--- config.mk ---
export PLATFORM = sky130hd
export DESIGN_NAME = round_referee_flat
export DESIGN_NICKNAME = d
export VERILOG_FILES = /design/src/rtl/round_referee_pkg.sv /design/src/rtl/round_referee_if.sv /design/src/rtl/round_referee_score_counter.sv /design/src/rtl/round_referee.sv /design/src/flat_wrapper.sv
export SDC_FILE = /design/constraint.sdc
export NUM_CORES = 1
export LEC_CHECK = 0
export CORE_UTILIZATION = 35
export CTS_CLUSTER_DIAMETER = 40
export CTS_CLUSTER_SIZE = 10
export DETAILED_ROUTE_END_ITERATION = 12
export PLACE_DENSITY = 0.72
export SLEW_MARGIN = 0
export SYNTH_ARGS = -nofsm -noshare
export SYNTH_HDL_FRONTEND = slang
export SYNTH_SLANG_ARGS = --single-unit
--- constraint.sdc ---
create_clock -name clk -period 1.23 [get_ports clk]
set_input_delay 0.123 -clock clk [delete_from_list [all_inputs] [get_ports clk]]
set_output_delay 0.123 -clock clk [all_outputs]
set_load 0.01 [all_outputs]
--- src/rtl/round_referee_pkg.sv ---
// ---------------------------------------------------------------------------
// round_referee_pkg : shared types and default constants for the referee.
// Rev 1.0
// ---------------------------------------------------------------------------
`default_nettype none

package referee_pkg;

  typedef enum logic [1:0] {
    PLAY  = 2'd0,
    HOLD  = 2'd1,
    CLEAR = 2'd2,
    OVER  = 2'd3
  } ref_state_t;

  typedef enum logic {
    SIDE_L = 1'b0,
    SIDE_R = 1'b1
  } side_t;

  localparam int DEFAULT_WIN_SCORE   = 7;
  localparam int DEFAULT_HOLD_CYCLES = 4;
  localparam int DEFAULT_SCORE_W     = 3;

endpackage

`default_nettype wire

--- src/rtl/round_referee_if.sv ---
// ---------------------------------------------------------------------------
// round_referee_if : player presses / chain ends in, score and field control out.
// Rev 1.0
// ---------------------------------------------------------------------------
`default_nettype none

interface round_referee_if
  import referee_pkg::*;
#(
  parameter int SCORE_W = DEFAULT_SCORE_W
);
  logic               L;
  logic               R;
  logic               leftEnd;
  logic               rightEnd;
  logic               res;
  logic               roundWinL;
  logic               roundWinR;
  logic [SCORE_W-1:0] scoreL;
  logic [SCORE_W-1:0] scoreR;
  logic               gameOver;
  logic               champL;

  // master is the game environment (buttons + light chain), slave is the referee
  modport master (
    output L, R, leftEnd, rightEnd,
    input  res, roundWinL, roundWinR, scoreL, scoreR, gameOver, champL
  );

  modport slave (
    input  L, R, leftEnd, rightEnd,
    output res, roundWinL, roundWinR, scoreL, scoreR, gameOver, champL
  );

endinterface

`default_nettype wire

--- src/rtl/round_referee_score_counter.sv ---
// ---------------------------------------------------------------------------
// score_counter : per-player round counter that saturates at WIN_SCORE.
// Rev 1.0
// ---------------------------------------------------------------------------
`default_nettype none

module score_counter
  import referee_pkg::*;
#(
  parameter int SCORE_W   = DEFAULT_SCORE_W,
  parameter int WIN_SCORE = DEFAULT_WIN_SCORE
) (
  input  wire logic               clk,
  input  wire logic               rst_n,
  input  wire logic               inc,
  output logic      [SCORE_W-1:0] count,
  output logic                    atMax
);

  logic [SCORE_W-1:0] count_q;
  logic [SCORE_W-1:0] count_d;

  assign atMax = (count_q == SCORE_W'(WIN_SCORE));
  assign count = count_q;

  always_comb begin
    count_d = count_q;
    if (inc && !atMax) begin
      count_d = count_q + SCORE_W'(1);
    end
  end

  always_ff @(posedge clk or negedge rst_n) begin
    if (!rst_n) begin
      count_q <= '0;
    end else begin
      count_q <= count_d;
    end
  end

endmodule

`default_nettype wire

--- src/rtl/round_referee.sv ---
// ---------------------------------------------------------------------------
// round_referee : detects tug-of-war round wins, keeps scores, clears the field.
// Rev 1.0
// ---------------------------------------------------------------------------
`default_nettype none

module round_referee
  import referee_pkg::*;
#(
  parameter int WIN_SCORE   = DEFAULT_WIN_SCORE,
  parameter int HOLD_CYCLES = DEFAULT_HOLD_CYCLES,
  parameter int SCORE_W     = DEFAULT_SCORE_W
) (
  input  wire logic      clk,
  input  wire logic      rst_n,
  round_referee_if.slave bus
);

  localparam int HOLD_W = (HOLD_CYCLES > 1) ? $clog2(HOLD_CYCLES) : 1;
  localparam logic [HOLD_W-1:0] HOLD_LAST = HOLD_W'(HOLD_CYCLES - 1);

  ref_state_t         state_q, state_d;
  side_t              winner_q, winner_d;
  logic [HOLD_W-1:0]  hold_cnt_q, hold_cnt_d;

  logic               win_l;
  logic               win_r;
  logic               at_max_l;
  logic               at_max_r;
  logic [SCORE_W-1:0] score_l;
  logic [SCORE_W-1:0] score_r;

  // A press only counts toward the lit end with a legal field and no simultaneous rival press.
  assign win_l = (state_q == PLAY) && bus.leftEnd && bus.L && !bus.R && !bus.rightEnd;
  assign win_r = (state_q == PLAY) && bus.rightEnd && bus.R && !bus.L && !bus.leftEnd;

  score_counter #(
    .SCORE_W   (SCORE_W),
    .WIN_SCORE (WIN_SCORE)
  ) u_score_l (
    .clk   (clk),
    .rst_n (rst_n),
    .inc   (win_l),
    .count (score_l),
    .atMax (at_max_l)
  );

  score_counter #(
    .SCORE_W   (SCORE_W),
    .WIN_SCORE (WIN_SCORE)
  ) u_score_r (
    .clk   (clk),
    .rst_n (rst_n),
    .inc   (win_r),
    .count (score_r),
    .atMax (at_max_r)
  );

  always_comb begin
    state_d    = state_q;
    winner_d   = winner_q;
    hold_cnt_d = hold_cnt_q;
    case (state_q)
      PLAY: begin
        if (win_l) begin
          winner_d   = SIDE_L;
          hold_cnt_d = '0;
          state_d    = HOLD;
        end else if (win_r) begin
          winner_d   = SIDE_R;
          hold_cnt_d = '0;
          state_d    = HOLD;
        end
      end
      HOLD: begin
        if (hold_cnt_q == HOLD_LAST) begin
          // Score was already bumped on entry, so atMax reflects the finished round.
          if ((winner_q == SIDE_L) ? at_max_l : at_max_r) begin
            state_d = OVER;
          end else begin
            state_d = CLEAR;
          end
        end else begin
          hold_cnt_d = hold_cnt_q + HOLD_W'(1);
        end
      end
      CLEAR:   state_d = PLAY;
      OVER:    state_d = OVER;
      default: state_d = PLAY;
    endcase
  end

  always_ff @(posedge clk or negedge rst_n) begin
    if (!rst_n) begin
      state_q    <= PLAY;
      winner_q   <= SIDE_L;
      hold_cnt_q <= '0;
    end else begin
      state_q    <= state_d;
      winner_q   <= winner_d;
      hold_cnt_q <= hold_cnt_d;
    end
  end

  assign bus.res       = (state_q == CLEAR) || (state_q == OVER);
  assign bus.roundWinL = (state_q == HOLD) && (winner_q == SIDE_L);
  assign bus.roundWinR = (state_q == HOLD) && (winner_q == SIDE_R);
  assign bus.gameOver  = (state_q == OVER);
  assign bus.champL    = (state_q == OVER) && (winner_q == SIDE_L);
  assign bus.scoreL    = score_l;
  assign bus.scoreR    = score_r;

endmodule

`default_nettype wire

--- src/flat_wrapper.sv ---
// flat-port wrapper written by rule: the top's interface ports become plain ports
module round_referee_flat import referee_pkg::*;
#(
  parameter int WIN_SCORE   = DEFAULT_WIN_SCORE,
  parameter int HOLD_CYCLES = DEFAULT_HOLD_CYCLES,
  parameter int SCORE_W     = DEFAULT_SCORE_W
)
  (clk, rst_n, bus_L, bus_R, bus_leftEnd, bus_rightEnd, bus_res, bus_roundWinL, bus_roundWinR, bus_scoreL, bus_scoreR, bus_gameOver, bus_champL);
  round_referee_if #(.SCORE_W(SCORE_W)) bus_i ();
  input  wire logic clk;
  input  wire logic rst_n;
  input wire logic [$bits(bus_i.L)-1:0] bus_L;
  input wire logic [$bits(bus_i.R)-1:0] bus_R;
  input wire logic [$bits(bus_i.leftEnd)-1:0] bus_leftEnd;
  input wire logic [$bits(bus_i.rightEnd)-1:0] bus_rightEnd;
  output wire logic [$bits(bus_i.res)-1:0] bus_res;
  output wire logic [$bits(bus_i.roundWinL)-1:0] bus_roundWinL;
  output wire logic [$bits(bus_i.roundWinR)-1:0] bus_roundWinR;
  output wire logic [$bits(bus_i.scoreL)-1:0] bus_scoreL;
  output wire logic [$bits(bus_i.scoreR)-1:0] bus_scoreR;
  output wire logic [$bits(bus_i.gameOver)-1:0] bus_gameOver;
  output wire logic [$bits(bus_i.champL)-1:0] bus_champL;
  assign bus_i.L = bus_L;
  assign bus_i.R = bus_R;
  assign bus_i.leftEnd = bus_leftEnd;
  assign bus_i.rightEnd = bus_rightEnd;
  assign bus_res = bus_i.res;
  assign bus_roundWinL = bus_i.roundWinL;
  assign bus_roundWinR = bus_i.roundWinR;
  assign bus_scoreL = bus_i.scoreL;
  assign bus_scoreR = bus_i.scoreR;
  assign bus_gameOver = bus_i.gameOver;
  assign bus_champL = bus_i.champL;
  round_referee #(.WIN_SCORE(WIN_SCORE), .HOLD_CYCLES(HOLD_CYCLES), .SCORE_W(SCORE_W)) u_core (.clk(clk), .rst_n(rst_n), .bus(bus_i));
endmodule
==> results of run 1 <==
## metal layers
| metal | global-route usage | vias to the layer above | wire (µm) |
|---|---|---|---|
| li1 | - | 249 | - |
| met1 | 0.1875 | 235 | 527 |
| met2 | 0.2794 | 13 | 725 |
| met3 | 0.01633 | 2 | 54 |
| met4 | 0.1091 | 0 | 27 |
| met5 | 0 | - | 0 |
## flip-flops by register name, indices dropped and copies added (netlist names)
signal                  count
u_core.u_score_l.count      3
u_core.u_score_r.count      3
u_core.hold_cnt_q           2
u_core.state_q              2
u_core.winner_q             1
## worst max-delay path by stage
stage / from / to / slack, ns / cells past startpoint
2_1_floorplan: u_core.u_score_r.count[0] / u_core.u_score_r.count[1] / -0.12 / 4
3_3_place_gp: bus_R / u_core.u_score_l.count[2] / -0.19 / 4
3_5_place_dp: bus_leftEnd / u_core.u_score_r.count[2] / -0.22 / 4
4_1_cts: u_core.u_score_r.count[1] / u_core.u_score_r.count[2] / -0.11 / 4
5_1_grt: u_core.u_score_r.count[1] / u_core.u_score_r.count[2] / -0.15 / 4
6_report: u_core.u_score_l.count[1] / u_core.u_score_l.count[1] / -0.11 / 4
## synthesized netlist by cell type
cell | number | share of area
and2_1 | 1 | 0.010
a21o_1 | 1 | 0.012
nor2_4 | 1 | 0.018
and4bb_2 | 2 | 0.040
nor2_1 | 1 | 0.0061
mux2_4 | 4 | 0.097
o21a_1 | 2 | 0.024
nor2b_1 | 1 | 0.010
ha_1 | 5 | 0.10
nor3b_2 | 1 | 0.020
nand2b_1 | 2 | 0.020
a21oi_1 | 2 | 0.016
and3b_1 | 1 | 0.014
o21ai_1 | 1 | 0.0081
clkbuf_1 | 1 | 0.0061
mux2i_1 | 2 | 0.032
dfrtp_1 | 11 | 0.45
nand3b_1 | 1 | 0.012
nand3b_4 | 2 | 0.065
xnor2_1 | 2 | 0.028
nor3b_1 | 1 | 0.012
## per-stage QoR
step | utilization | setup slack, ns | setup TNS, ns | hold WS, ns | std cells
finish | 0.6754 | -0.1074 | -0.5025 | 0.1506 | 104
global route | 0.6754 | -0.1518 | -1.017 | 0.1543 | 104
CTS | 0.6373 | -0.1077 | -0.6169 | 0.1506 | 101
detailed placement | 0.5849 | -0.2179 | -1.679 | 0.4340 | 89
global placement | 0.5849 | -0.1914 | -1.425 | 0.4322 | 89
floorplan | - | -0.1182 | -0.4723 | -0.1726 | 45
## area by class of cell
type / count / area (µm²)
Timing Repair Buffer: 40 / 332.8
Fill cell: 109 / 511.7
Tap cell: 16 / 20.02
Clock buffer: 4 / 26.28
Sequential cell: 11 / 275.3
Multi-Input combinational cell: 33 / 410.4
## worst max-delay path: cells and delay by family, from the launching register on
kind	cells	cell delay, ns
fa+ha+maj	2	0.35
flops	1	0.39
mux	1	0.31
simple gates	1	0.17
## power by group
| part | internal, mW | switching [mW] | leakage [nW] | total (mW) |
|---|---|---|---|---|
| clock network | 0.125 | 0.111 | 0.0150 | 0.236 |
| registers | 0.522 | 0.132 | 0.138 | 0.654 |
| logic | 0.908 | 0.553 | 0.396 | 1.46 |
| total | 1.55 | 0.797 | 0.549 | 2.35 |
## cells in the final DEF, fill, tap and decap left out, drive strengths merged
cell           instances
nor2                   2
and4bb                 2
nor3b                  2
xnor2                  2
and2                   1
clkbuf                 5
clkdlybuf4s15          1
mux2i                  2
o21ai                  1
dfrtp                 11
a21o                   1
nor2b                  1
nand2b                 2
nand3b                 3
buf                   29
mux2                   4
o21a                   2
and3b                  1
dlygate4sd2            4
ha                     5
a21oi                  2
clkdlybuf4s50          5
## logic make-up (layout without fill, tap and decap cells)
group,Yosys count,count (layout),synth area share
AND/OR/NAND/NOR,14,14,0.2288
flip-flops,11,11,0.4453
AO/OA/AOI/OAI,6,6,0.06072
multiplexers,6,6,0.1296
adder cells (fa/ha/maj),5,5,0.1012
XOR/XNOR,2,2,0.02835
buffers and inverters,1,44,0.006067
## timing repair
item                       4_1_cts  5_1_grt
pin swaps                        3        5
setup buffers                    8        3
setup endpoints to repair       19       15
gates resized for setup         30       13
==> flow_summary.ini, run 1 <==
[final_layout]
syn_to_final_growth_pct = 72.27
drive_gt1_frac = 0.5909
layout.nets = 100
final_cell_area_mm2 = 0.001065
antennaDiodeCount = 0

[sta]
rsz0062_at_grt = yes
fmax_ghz = 0.7477
relSlewSlack = 0.8853
final_period_minus_worst_setup_slack_ns = 1.337
hold_viol = 0
maxSlewViolCount = 0
setup_viol = 8
worst_slack_ns = -0.1074
post-route-period-util = 1.087
tightestPinTransition_ns = 0.1673
fin_skew_ns = 0.004503

[floorplan]
ios = 17
rows = 14
die_area_mm2 = 0.001938
fp.dieW_um = 44.03
coreArea_mm2 = 0.001577
initial_utilization = 0.3921
die_h_um = 44.03

[detailed_routing]
drc = 2
drtPass1Iterations = 10
wire_per_inst_um = 12.84
antenna_left = 0
via_per_inst = 4.798
num_vias = 499
drt_iter0_drc = 8
routed_wl_um = 1335

[critical_path]
timing.rr.end = u_core.u_score_l.count[1]
crit_path_max_incr_delay_ns = 0.39
required_ns = 1.38
crit_path_top_delay_cell = dfrtp_1
arrival_ns = 1.48
rr_startpoint = u_core.u_score_l.count[1]
rrSetupSlack_ns = -0.11
cp-end-kind = register
crit_fanout = 3
cp_cell_sequence = ha_2 > ha_4 > nand3b_4 > mux2_4
worstSetupPathType = reg -> reg
startpoint_type = register
reg2reg_depth = 4

[clock_tree]
root_buffer = clkbuf_4
clock-sinks = 11
clk_pin_slew_ns = 0.07
htreeDepth = 1
cts_tree = yes
postCtsHoldBufs = 0
cts_max_path_buffers = 2
cts_buffers = 3
clk_latency_ns = 0.26

[power_and_ir_drop]
power_density_mw_per_mm2 = 2208
vdd_drop_max_mv = 1.205
p_leak_nw = 0.5487
p_total_mw = 2.351

[yosys]
ys_seq_area_frac = 0.4453
syn_avg_cell_area_um2 = 13.74
syn-cell-area_um2 = 618.1
syn_inst = 45
ys_types = 21
syn_nets = 56
synth_warnings = 0
synth-seq-cells = 11

[place]
place.gp.congestion = 0.6373
place_area_um2 = 922.1
hpwl_um = 920.6
port_buffers = 16

[outcome]
violations = DRC, setup timing
status = complete, but fails checks

[global_routing]
grt_usage = 0.1617
grt_overflow_total = 0
grt_pass1_wl_um = 2242
grt_antenna_before_repair = 0
grt_start_max_net_pins = 12
grt_pass1_vias = 529

[run]
maxCapViolations = 0

[min_path]
holdCritPathClass = in -> async
Note: power is estimated with default switching activity, not from simulation.
==> run 2: changes to the inputs <==
- HOLD_SLACK_MARGIN: unset -> 0.08
- PLACE_DENSITY: 0.72 -> 0.71
- SYNTH_HIERARCHICAL: unset -> 1
==> run 2 against run 1 <==
Flip-flop and latch count unchanged; fmax fell by 3.0%; via count increased by 2.6%; routed wire length is 6.0% lower; critical path type unchanged; hold slack got worse by 0.0028 ns; largest power group unchanged; the run ends with setup timing left; highest routed layer is now met3; non-clock buffer count down 3; sequential share of layout area rose by 0.87 points; register-to-register slack worse by 0.04 ns; first-iteration DRC count shrank 75%.
==> flow_summary.ini, run 2 <==
[outcome]
status = complete, but fails checks
violations = setup timing

[sta]
maxSlewViolCount = 0
worst_slack_ns = -0.1489
rsz0062_at_grt = yes
setup_viol = 9
final_period_minus_worst_setup_slack_ns = 1.379
hold_viol = 0
hold_ws_ns = 0.1478
tightestPinTransition_ns = 0.1938
relSlewSlack = 0.8706
fin_skew_ns = 0.002753
post-route-period-util = 1.121
fmax_ghz = 0.7252
tns_ns = -0.8321

[yosys]
syn_nets = 61
ys_seq_area_frac = 0.4322
syn-cell-area_um2 = 636.9
synth_top_area_frac = 0.4322
synth_edf_count = 0
synth-seq-cells = 11
async_flop_share = 1.000
synth_common_cells = 11 x dfrtp_1, 5 x ha_1, 4 x mux2_4
yosys_most_used_dff = dfrtp_1
synth_area_leaders = dfrtp_1 43%, ha_1 9.8%, mux2_4 9.4%
ys_types = 26
syn_avg_cell_area_um2 = 12.74
synth_warnings = 6
syn_inst = 50
yosysMostFrequentCell = dfrtp_1
yosys.area.top_type = dfrtp_1

[place]
place.gp.congestion = 0.6533
port_buffers = 16
hpwl_um = 1006

[floorplan]
fp.dieW_um = 44.66
ios = 17
coreArea_mm2 = 0.001708
rows = 15
die_area_mm2 = 0.001994
die_h_um = 44.66
initial_utilization = 0.3729

[global_routing]
grt_pass1_wl_um = 2028
grt_use_met2 = 0.2647
grt_util_met3 = 0.03673
top_usage_layer = met2
grt_usage = 0.1435
grt_start_max_net_pins = 12
grt_overflow_total = 0
grt_antenna_before_repair = 0
grt_pass1_vias = 523
grt_util_met1 = 0.1476

[critical_path]
crit_fanout = 3
required_ns = 1.38
arrival_ns = 1.53
worstSetupPathType = reg -> reg
crit_path_top_delay_cell = dfrtp_2
cp_cell_sequence = or2_4 > nor2_4 > nor2b_4 > mux2_4
reg2reg_depth = 4
startpoint_type = register
crit_path_max_incr_delay_ns = 0.41
cp-end-kind = register

[detailed_routing]
via_per_inst = 4.452
drtPass1Iterations = 2
routed_wl_um = 1255
drc = 0
wire_per_inst_um = 10.91
antenna_left = 0
drt_iter0_drc = 2
num_vias = 512

[final_layout]
layout_common_cells = 20 x buf_4, 10 x dfrtp_1, 5 x clkdlybuf4s50_1
syn_to_final_growth_pct = 62.48
regArea_um2 = 276.5
drive_gt1_frac = 0.5333
multiInputGateArea_um2 = 399.1
nFillCells = 148
layout_commonest_cell = buf_4
layout.nets = 102
antennaDiodeCount = 0

[min_path]
holdCritPathClass = in -> async

[power_and_ir_drop]
power_density_mw_per_mm2 = 2021
vdd_drop_max_mv = 1.107
p_leak_nw = 0.5026

[clock_tree]
clock-sinks = 11
clk_latency_ns = 0.26
cts_max_path_buffers = 2
clk_pin_slew_ns = 0.07
htreeDepth = 1
cts_buffers = 3
cts_tree = yes
root_buffer = clkbuf_4

[run]
maxCapViolations = 0
==> run 2: changes by cell type after synthesis, moves of 2 or more <==
cell and delta:
xor2_1 +2, and4bb_2 -2, nor2b_4 +2, nor2_1 +2, nand4bb_1 +2, a21oi_1 -2
nand2b_1 -2, nand3b_4 -2
==> run 2: layer usage <==
layer	wire, µm	vias up
met3	49	0
li1	-	259
met4	0	0
met1	550	242
met5	0	-
met2	655	11
==> run 2: kinds of logic (layout without fill, tap and decap cells) <==
logic type                 count (synthesis)  in the layout  share of synthesized area
xor gates and xnor gates                   3              3                    0.04126
DFF                                       11             11                     0.4322
adders and majority gates                  5              5                    0.09823
and+or+nand+nor                           18             18                     0.2299
buffers and inverters                      2             42                    0.01178
AOI/OAI and AO/OA                          5              5                    0.06092
muxes                                      6              6                     0.1257
==> run 2: timing repair <==
| action | CTS | global route |
|---|---|---|
| endpoints found under the setup margin | 19 | 13 |
| resized for setup | 25 | 6 |
| setup buffers | 4 | 2 |
| pin swaps | 4 | 2 |
| hold buffers | 0 | 0 |
==> run 2: power breakdown <==
group	switching (mW)	total, mW	internal, mW	leakage [nW]
Combinational	0.485	1.23	0.750	0.350
Clock	0.116	0.241	0.125	0.0150
Sequential	0.0993	0.615	0.515	0.137
==> run 2: final timing paths <==
path	slack, ns	from	end
max	-0.15	u_core/state_q[1]	u_core/u_score_l/count[2]
min	0.15	rst_n	u_core/u_score_l/count[1]
max reg2reg	-0.15	u_core/state_q[1]	u_core/u_score_l/count[2]
min reg2reg	0.53	u_core/hold_cnt_q[1]	u_core/hold_cnt_q[1]
max in group asynchronous	0.92	rst_n	u_core/state_q[1]
min in group clk	0.53	u_core/hold_cnt_q[1]	u_core/hold_cnt_q[1]
==> run 2: worst max-delay path: cells and delay by family, from the launching register on <==
kind	cells	cell delay (ns)
AND/OR/NAND/NOR	3	0.55
flip-flops	1	0.41
multiplexers	1	0.31
==> run 2: layout make-up <==
cell class	instances	share of cell area
flip-flops and latches	11	0.2672
repair buffers	37	0.2878
well taps	25	0.03023
multi-input cells	37	0.3857
clock buffers	4	0.02539
inverters	1	0.003628
==> run 2: metrics by stage <==
step	instance area [µm²]	total power, mW	cells	worst slack, ns	util
3_3_place_gp	970.9	1.820	105	-0.3201	0.5685
5_1_grt	1035	2.257	115	-0.1945	0.6059
3_5_place_dp	970.9	1.849	105	-0.3811	0.5685
6_report	1035	2.091	115	-0.1489	0.6059
4_1_cts	1016	2.079	113	-0.1806	0.5949
2_1_floorplan	670.6	1.251	50	-0.1576	-
